===== src/rtl/idct_pkg.sv =====
// Shared fixed-point constants, helpers and FSM encoding for the idct slice.
// Chroma lanes are built only with IDCT_CHROMA_EN defined.
package idct_pkg;

   localparam int unsigned Q_FULL    = 32;
   localparam int unsigned Q_HALF    = 16;
   localparam int unsigned ACC_GUARD = 6;
   localparam int unsigned ACC_W     = Q_FULL + ACC_GUARD;
   localparam int unsigned MEM_DEPTH = 4096;

   localparam logic signed [Q_FULL-1:0] ONE               = 32'sd65536;
   localparam logic signed [Q_FULL-1:0] ONE_OVER_SQRT_2   = 32'sd46341;
   localparam logic signed [Q_FULL-1:0] ONE_OVER_4_SIGNED = 32'sd16384;

   typedef enum logic [2:0] {
      ST_IDLE,
      ST_FETCH,
      ST_WAIT,
      ST_MAC,
      ST_SCALE,
      ST_OUT
   } state_t;

   // Q16.16 multiply, fractional part truncated.
   function automatic logic signed [Q_FULL-1:0] signed_mult(input logic signed [Q_FULL-1:0] a,
                                                            input logic signed [Q_FULL-1:0] b);
      logic signed [2*Q_FULL-1:0] p;
      p = (2*Q_FULL)'(a) * (2*Q_FULL)'(b);
      return Q_FULL'(p >>> Q_HALF);
   endfunction

   // cos(k*pi/16) in Q16.16 for any k modulo 32.
   function automatic logic signed [Q_FULL-1:0] cos_q(input logic [4:0] k);
      logic [4:0]               m;
      logic                     neg;
      logic [3:0]               i;
      logic signed [Q_FULL-1:0] c;
      m   = (k > 5'd16) ? (5'd0 - k) : k;
      neg = (m > 5'd8);
      i   = neg ? 4'(5'd16 - m) : 4'(m);
      case (i)
         4'd0:    c = 32'sd65536;
         4'd1:    c = 32'sd64277;
         4'd2:    c = 32'sd60547;
         4'd3:    c = 32'sd54491;
         4'd4:    c = 32'sd46341;
         4'd5:    c = 32'sd36410;
         4'd6:    c = 32'sd25080;
         4'd7:    c = 32'sd12785;
         default: c = 32'sd0;
      endcase
      return neg ? -c : c;
   endfunction

   // Basis term cos(x,u)*cos(y,v) for address {u,v,x,y}.
   function automatic logic signed [Q_FULL-1:0] basis_const(input logic [11:0] a);
      logic [4:0] ku;
      logic [4:0] kv;
      ku = 5'(5'({a[5:3], 1'b1}) * 5'(a[11:9]));
      kv = 5'(5'({a[2:0], 1'b1}) * 5'(a[8:6]));
      return signed_mult(cos_q(ku), cos_q(kv));
   endfunction

   function automatic logic signed [Q_FULL-1:0] basis_weight(input logic [2:0] u,
                                                             input logic [2:0] v);
      logic signed [Q_FULL-1:0] wu;
      logic signed [Q_FULL-1:0] wv;
      wu = (u == 3'd0) ? ONE_OVER_SQRT_2 : ONE;
      wv = (v == 3'd0) ? ONE_OVER_SQRT_2 : ONE;
      return signed_mult(wu, wv);
   endfunction

endpackage


===== src/rtl/idct_mac_lane.sv =====
// One colour lane: coefficient latch, weighted MAC accumulator, quarter scale, round and clamp.
module idct_mac_lane
   import idct_pkg::*;
(
   input  logic                     clk,
   input  logic                     reset,
   input  logic                     clr,
   input  logic                     latch,
   input  logic                     mac_en,
   input  logic signed [Q_FULL-1:0] coef_in,
   input  logic signed [Q_FULL-1:0] w,
   input  logic signed [Q_FULL-1:0] k,
   output logic [7:0]               pix_c
);

   localparam int unsigned PW = ACC_W + Q_FULL;

   logic signed [ACC_W-1:0]  acc;
   logic signed [Q_FULL-1:0] coef_q;
   logic signed [Q_FULL-1:0] term_c;
   logic signed [PW-1:0]     prod_c;
   logic signed [PW-1:0]     rnd_c;
   logic signed [PW-1:0]     ip_c;

   assign term_c = signed_mult(signed_mult(coef_q, w), k);

   always_ff @(posedge clk or posedge reset) begin
      if (reset) begin
         acc    <= '0;
         coef_q <= '0;
      end else begin
         if (latch) coef_q <= coef_in;
         if (clr)         acc <= '0;
         else if (mac_en) acc <= acc + ACC_W'(term_c);
      end
   end

   // acc/4, round half-up at the binary point, then saturate to a byte.
   always_comb begin
      prod_c = PW'(acc) * PW'(ONE_OVER_4_SIGNED);
      rnd_c  = (prod_c >>> Q_HALF) + (PW'(1) <<< (Q_HALF - 1));
      ip_c   = rnd_c >>> Q_HALF;
      if (ip_c[PW-1])            pix_c = 8'd0;
      else if (ip_c > PW'(255))  pix_c = 8'd255;
      else                       pix_c = ip_c[7:0];
   end

endmodule


===== src/rtl/memory_list_signed.sv =====
// Basis-constant ROM, one-cycle registered read; contents come from the package cosine table.
module memory_list_signed
   import idct_pkg::*;
#(
   parameter int unsigned mem_depth   = MEM_DEPTH,
   parameter int unsigned address_len = 12
) (
   input  logic                     clk,
   input  logic [address_len-1:0]   addr,
   output logic signed [Q_FULL-1:0] data
);

   always_ff @(posedge clk) begin
      if (32'(addr) < mem_depth) data <= basis_const(addr[11:0]);
      else                       data <= '0;
   end

endmodule


===== src/rtl/idct.sv =====
// Single-pixel 8x8 inverse DCT: 64 fetch/wait/mac terms, then scale and output.
// Macro IDCT_CHROMA_EN builds the Cb/Cr lanes; otherwise chroma reads as 16'h8080.
module idct
   import idct_pkg::*;
#(
   parameter int unsigned q_full      = Q_FULL,
   parameter int unsigned address_len = 12
) (
   input  logic                     clk,
   input  logic                     reset,
   input  logic                     go,
   input  logic [2:0]               x,
   input  logic [2:0]               y,
   output logic [5:0]               coef_rd_addr,
   input  logic signed [q_full-1:0] coef_y_in,
   input  logic signed [q_full-1:0] coef_cb_in,
   input  logic signed [q_full-1:0] coef_cr_in,
   output logic [23:0]              pixel_out,
   output logic                     busy,
   output logic                     idct_finished_flag
);

   state_t                   state;
   logic [2:0]               px;
   logic [2:0]               py;
   logic signed [Q_FULL-1:0] rom_data;
   logic signed [Q_FULL-1:0] w_c;
   logic                     clr_c;
   logic                     latch_c;
   logic                     mac_c;
   logic [7:0]               y_pix_c;
   logic [15:0]              chroma_c;

   assign clr_c   = (state == ST_IDLE) && go;
   assign latch_c = (state == ST_WAIT);
   assign mac_c   = (state == ST_MAC);
   assign w_c     = basis_weight(coef_rd_addr[5:3], coef_rd_addr[2:0]);

   memory_list_signed #(
      .mem_depth   (MEM_DEPTH),
      .address_len (address_len)
   ) u_rom (
      .clk  (clk),
      .addr (address_len'({coef_rd_addr, px, py})),
      .data (rom_data)
   );

   idct_mac_lane u_lane_y (
      .clk     (clk),
      .reset   (reset),
      .clr     (clr_c),
      .latch   (latch_c),
      .mac_en  (mac_c),
      .coef_in (coef_y_in),
      .w       (w_c),
      .k       (rom_data),
      .pix_c   (y_pix_c)
   );

`ifdef IDCT_CHROMA_EN
   logic [7:0] cb_pix_c;
   logic [7:0] cr_pix_c;

   idct_mac_lane u_lane_cb (
      .clk     (clk),
      .reset   (reset),
      .clr     (clr_c),
      .latch   (latch_c),
      .mac_en  (mac_c),
      .coef_in (coef_cb_in),
      .w       (w_c),
      .k       (rom_data),
      .pix_c   (cb_pix_c)
   );

   idct_mac_lane u_lane_cr (
      .clk     (clk),
      .reset   (reset),
      .clr     (clr_c),
      .latch   (latch_c),
      .mac_en  (mac_c),
      .coef_in (coef_cr_in),
      .w       (w_c),
      .k       (rom_data),
      .pix_c   (cr_pix_c)
   );

   assign chroma_c = {cb_pix_c, cr_pix_c};
`else
   logic chroma_unused;
   assign chroma_unused = ^{coef_cb_in, coef_cr_in};
   assign chroma_c      = 16'h8080;
`endif

   // coef_rd_addr doubles as the {u,v} term counter.
   always_ff @(posedge clk or posedge reset) begin
      if (reset) begin
         state              <= ST_IDLE;
         coef_rd_addr       <= 6'd0;
         px                 <= 3'd0;
         py                 <= 3'd0;
         busy               <= 1'b0;
         idct_finished_flag <= 1'b0;
         pixel_out          <= 24'd0;
      end else begin
         idct_finished_flag <= 1'b0;
         case (state)
            ST_IDLE: begin
               if (go) begin
                  px           <= x;
                  py           <= y;
                  coef_rd_addr <= 6'd0;
                  busy         <= 1'b1;
                  state        <= ST_FETCH;
               end
            end
            ST_FETCH: state <= ST_WAIT;
            ST_WAIT:  state <= ST_MAC;
            ST_MAC: begin
               coef_rd_addr <= coef_rd_addr + 6'd1;
               state        <= (coef_rd_addr == 6'd63) ? ST_SCALE : ST_FETCH;
            end
            ST_SCALE: begin
               pixel_out          <= {y_pix_c, chroma_c};
               idct_finished_flag <= 1'b1;
               state              <= ST_OUT;
            end
            ST_OUT: begin
               busy  <= 1'b0;
               state <= ST_IDLE;
            end
            default: state <= ST_IDLE;
         endcase
      end
   end

endmodule


===== config.mk =====
export PLATFORM = sky130hd
export DESIGN_NAME = idct
export DESIGN_NICKNAME = d
export VERILOG_FILES = /design/src/rtl/idct_pkg.sv /design/src/rtl/idct_mac_lane.sv /design/src/rtl/memory_list_signed.sv /design/src/rtl/idct.sv
export SDC_FILE = /design/constraint.sdc
export NUM_CORES = 2
export LEC_CHECK = 0
export ABC_AREA = 0
export CAP_MARGIN = 20
export CORE_MARGIN = 2
export CORE_UTILIZATION = 50
export CTS_BUF_LIST = sky130_fd_sc_hd__clkbuf_16
export CTS_CLUSTER_SIZE = 10
export DETAILED_ROUTE_END_ITERATION = 10
export HOLD_SLACK_MARGIN = 0.03
export PLACE_DENSITY = 0.66
export SYNTH_ARGS = -nofsm -noshare
export SYNTH_HDL_FRONTEND = slang
export SYNTH_SLANG_ARGS = --single-unit

===== constraint.sdc =====
create_clock -name clk -period 22.2 [get_ports clk]
set_clock_uncertainty 0.2 [all_clocks]
set_input_delay 3.33 -clock clk [delete_from_list [all_inputs] [get_ports clk]]
set_output_delay 3.33 -clock clk [all_outputs]
set_load 0.02 [all_outputs]

==> impl_metrics.toml <==
[floorplan]
io_pins = 137
dieHeight_um = 411.9
row_count = 149
die_x_um = 411.9
design.die.area_um2 = 169700
initial_core_util_pct = 50.37
coreArea_um2 = 165200

[timing]
setup_viol = 0
fin_hold_ws_ns = 0.2898
slew_violations = 0
hold_violations = 0
clock.fmax_mhz = 49.15
tightestPinTransition_ns = 1.108
fin_tns_setup_ns = 0
rsz0062_at_grt = "false"
fin_crit_sh_pct = 91.65
slew_headroom_pct = 25.76
layout_min_cycle_time_ns = 20.35
timing.final.ws_setup_ns = 1.854

[global_routing]
met3_usage_pct = 2.514
grt_start_max_net_pins = 94
antenna_found_initial = 1
grt_pass1_wl_mm = 344.4
grt_use_total_pct = 25.85
grt_overflow = 0
gr-usage-met2_pct = 44.65
use_met1_pct = 34.04
busiest_layer = "met2"
grt_pass1_vias = 65090

[min_path]
holdPathEnd = "u_lane_y.acc[13]"
min_delay_path_depth = 2
hold_path_startpoint = "u_lane_y.acc[13]"
hold_path.class = "reg -> reg"

[clock_network]
cts_buffer_depth = 2
cts.htree.levels = 4
clk_pin_slew_ns = 0.08
clk-insertion-delay-late_ns = 0.51
cts_resized = 0
postCtsHoldBufs = 0
ctsRootBufferMaster = "clkbuf_16"
cts_tree = "built"
cts_made_buffers = 17
cts_setup_buffers = 0
numClockSinks = 128

[worst_setup_path]
r2r-end = "u_lane_y.acc[37]"
start_kind = "flop"
critical_path_class = "reg -> reg"
crit_top_cell = "fa_1"
rrSetupSlack_ns = 1.85
crit_family = "adder cells"
rr_startpoint = "coef_rd_addr[0]"
worst_path_max_delay_cell = "dfrtp_1"
reg2regPathDepth = 60
crit_path_end_kind = "flop"
cp_data_required_time_ns = 22.37
path_buf_inv = 9
crit_path_max_incr_delay_ns = 0.81
cp.arrival_ns = 20.52
cp_max_fo = 53

[synth]
muxShareOfSynthArea_pct = 0.6632
synth-xor-area-share_pct = 2.596
synth_area_leaders = "fa_1, inv_1, ha_1, nand2_1, and2_1"
synth_area_per_cell_um2 = 9.163
synth-seq-cells = 128
synth_adder_area_share_pct = 61.09
synth-simple-area-share_pct = 13.81
ys_seq_area_share_pct = 3.657
yosysMostFrequentCell = "inv_1"
synth-compound-area-share_pct = 4.402
ys_types = 113
synth_top_area_share_pct = 53.32
synthCells = 9080
synthesis.area_um2 = 83200
ys.flop_type = "dfrtp_1"
yosysTopAreaCell = "fa_1"
synth_top_family_by_area = "adder cells"
yosys_warnings = 0
synth-async-reset-ratio_pct = 75.00
synth_edf_count = 0
synth_common_cells = "inv_1, fa_1, nand2_1"

[final_layout]
fin_area_um2 = 87290
fin_nets = 11810
area_delta_synth_final_pct = 4.910
drive_above_1_share_pct = 3.485

[placement]
hpwlAfterDp_mm = 172.9
dp_slack_ns = 1.938
gp_congestion = 0.9185
port_buffers = 58
dpl-instance-area_um2 = 86630

[route]
wl_mm = 206.3
num_vias = 57780
wl_per_cell_um = 18.46
drt_first_iter_violations = 3366
drc = 0
antenna_left = 0
vias_per_cell = 5.172
first_pass_iters = 6

[job]
drv_cap = 0

[outcome]
status = "complete, no violations"
## worst max path at each step
stage	start	end	slack, ns	cells after the start
floorplan	coef_rd_addr[3]	u_lane_y.acc[37]	4.22	66
global placement	coef_rd_addr[0]	u_lane_y.acc[37]	2.07	61
detailed placement	coef_rd_addr[0]	u_lane_y.acc[37]	1.94	60
CTS	coef_rd_addr[0]	u_lane_y.acc[37]	1.87	60
global route	coef_rd_addr[0]	u_lane_y.acc[37]	0.63	65
finish	coef_rd_addr[0]	u_lane_y.acc[37]	1.85	60
## flip-flops by register name (all words and copies together), names as in the netlist
name / cells
coef_rd_addr: 6
u_lane_y.coef_q: 32
pixel_out: 9
u_rom.data: 32
px: 3
state: 3
busy: 1
u_lane_y.acc: 38
idct_finished_flag: 1
py: 3
## area by class of cell
| class | instances | area (um2) |
|---|---|---|
| multi-input combinational | 5998 | 69410 |
| inverter | 2642 | 9920 |
| clock inverter | 15 | 191.4 |
| fill | 15210 | 77890 |
| clock buffer | 17 | 425.4 |
| sequential | 128 | 3045 |
| timing repair buffer | 182 | 1554 |
| tap | 2189 | 2739 |
| antenna | 1 | 2.502 |
## worst register-to-register path: cells and delay by family, from the launching register on
family / cells / cell delay [ns]
simple gates: 7 / 1.82
xor+xnor: 7 / 2.14
buf+inv: 9 / 2.14
compound gates: 18 / 3.60
flops: 1 / 0.81
fa+ha+maj: 19 / 9.51
## cell families (layout without fill, tap and decap cells)
group | count (synthesis) | after routing
AO/OA/AOI/OAI | 534 | 534
multiplexers | 50 | 50
other | 2 | 81
buffers and inverters | 3032 | 2856
flip-flops | 128 | 128
AND/OR/NAND/NOR | 2373 | 2373
adder cells (fa/ha/maj) | 2733 | 2733
XOR/XNOR | 228 | 228
## layer usage
metal  part of all wire, %  routed length, um  up-vias
met4                   3.7               7562        2
li1                      -                  -    25600
met3                   5.3              11000      356
met5                0.0073                 15        -
met1                    41              84520    30230
met2                    50             103200     1592
## layout by cell type (no fill, tap or decap), types with 15 or more instances in the layout
| cell type | n |
|---|---|
| buf_4 | 120 |
| and3_1 | 60 |
| o21ai_0 | 108 |
| nor2b_1 | 114 |
| conb_1 | 80 |
| a211oi_1 | 18 |
| a31oi_1 | 16 |
| xor2_1 | 59 |
| nand3_1 | 41 |
| nor3_1 | 59 |
| clkdlybuf4s50_1 | 58 |
| inv_1 | 2638 |
| fa_1 | 2216 |
| clkbuf_16 | 17 |
| nand4_1 | 16 |
| mux2_2 | 38 |
| ha_1 | 514 |
| nand2_1 | 1116 |
| a21oi_1 | 128 |
| nor2_1 | 210 |
| and2_1 | 576 |
| dfxtp_1 | 30 |
| o21a_1 | 27 |
| nand2b_1 | 97 |
| dfrtp_1 | 96 |
| xnor2_2 | 17 |
| a21o_1 | 70 |
| xnor2_1 | 129 |
| or3_1 | 15 |
| o211ai_1 | 17 |
## stage by stage
stage          cells  utilization (%)
6_report       11170            52.84
5_1_grt        11170            52.84
4_1_cts        11170            52.82
3_5_place_dp   11140            52.45
3_3_place_gp   11130            52.43
2_1_floorplan   9158                -
Power is not shown: default switching activity piles up to over one toggle a cycle in this logic, so the estimate is an artifact.
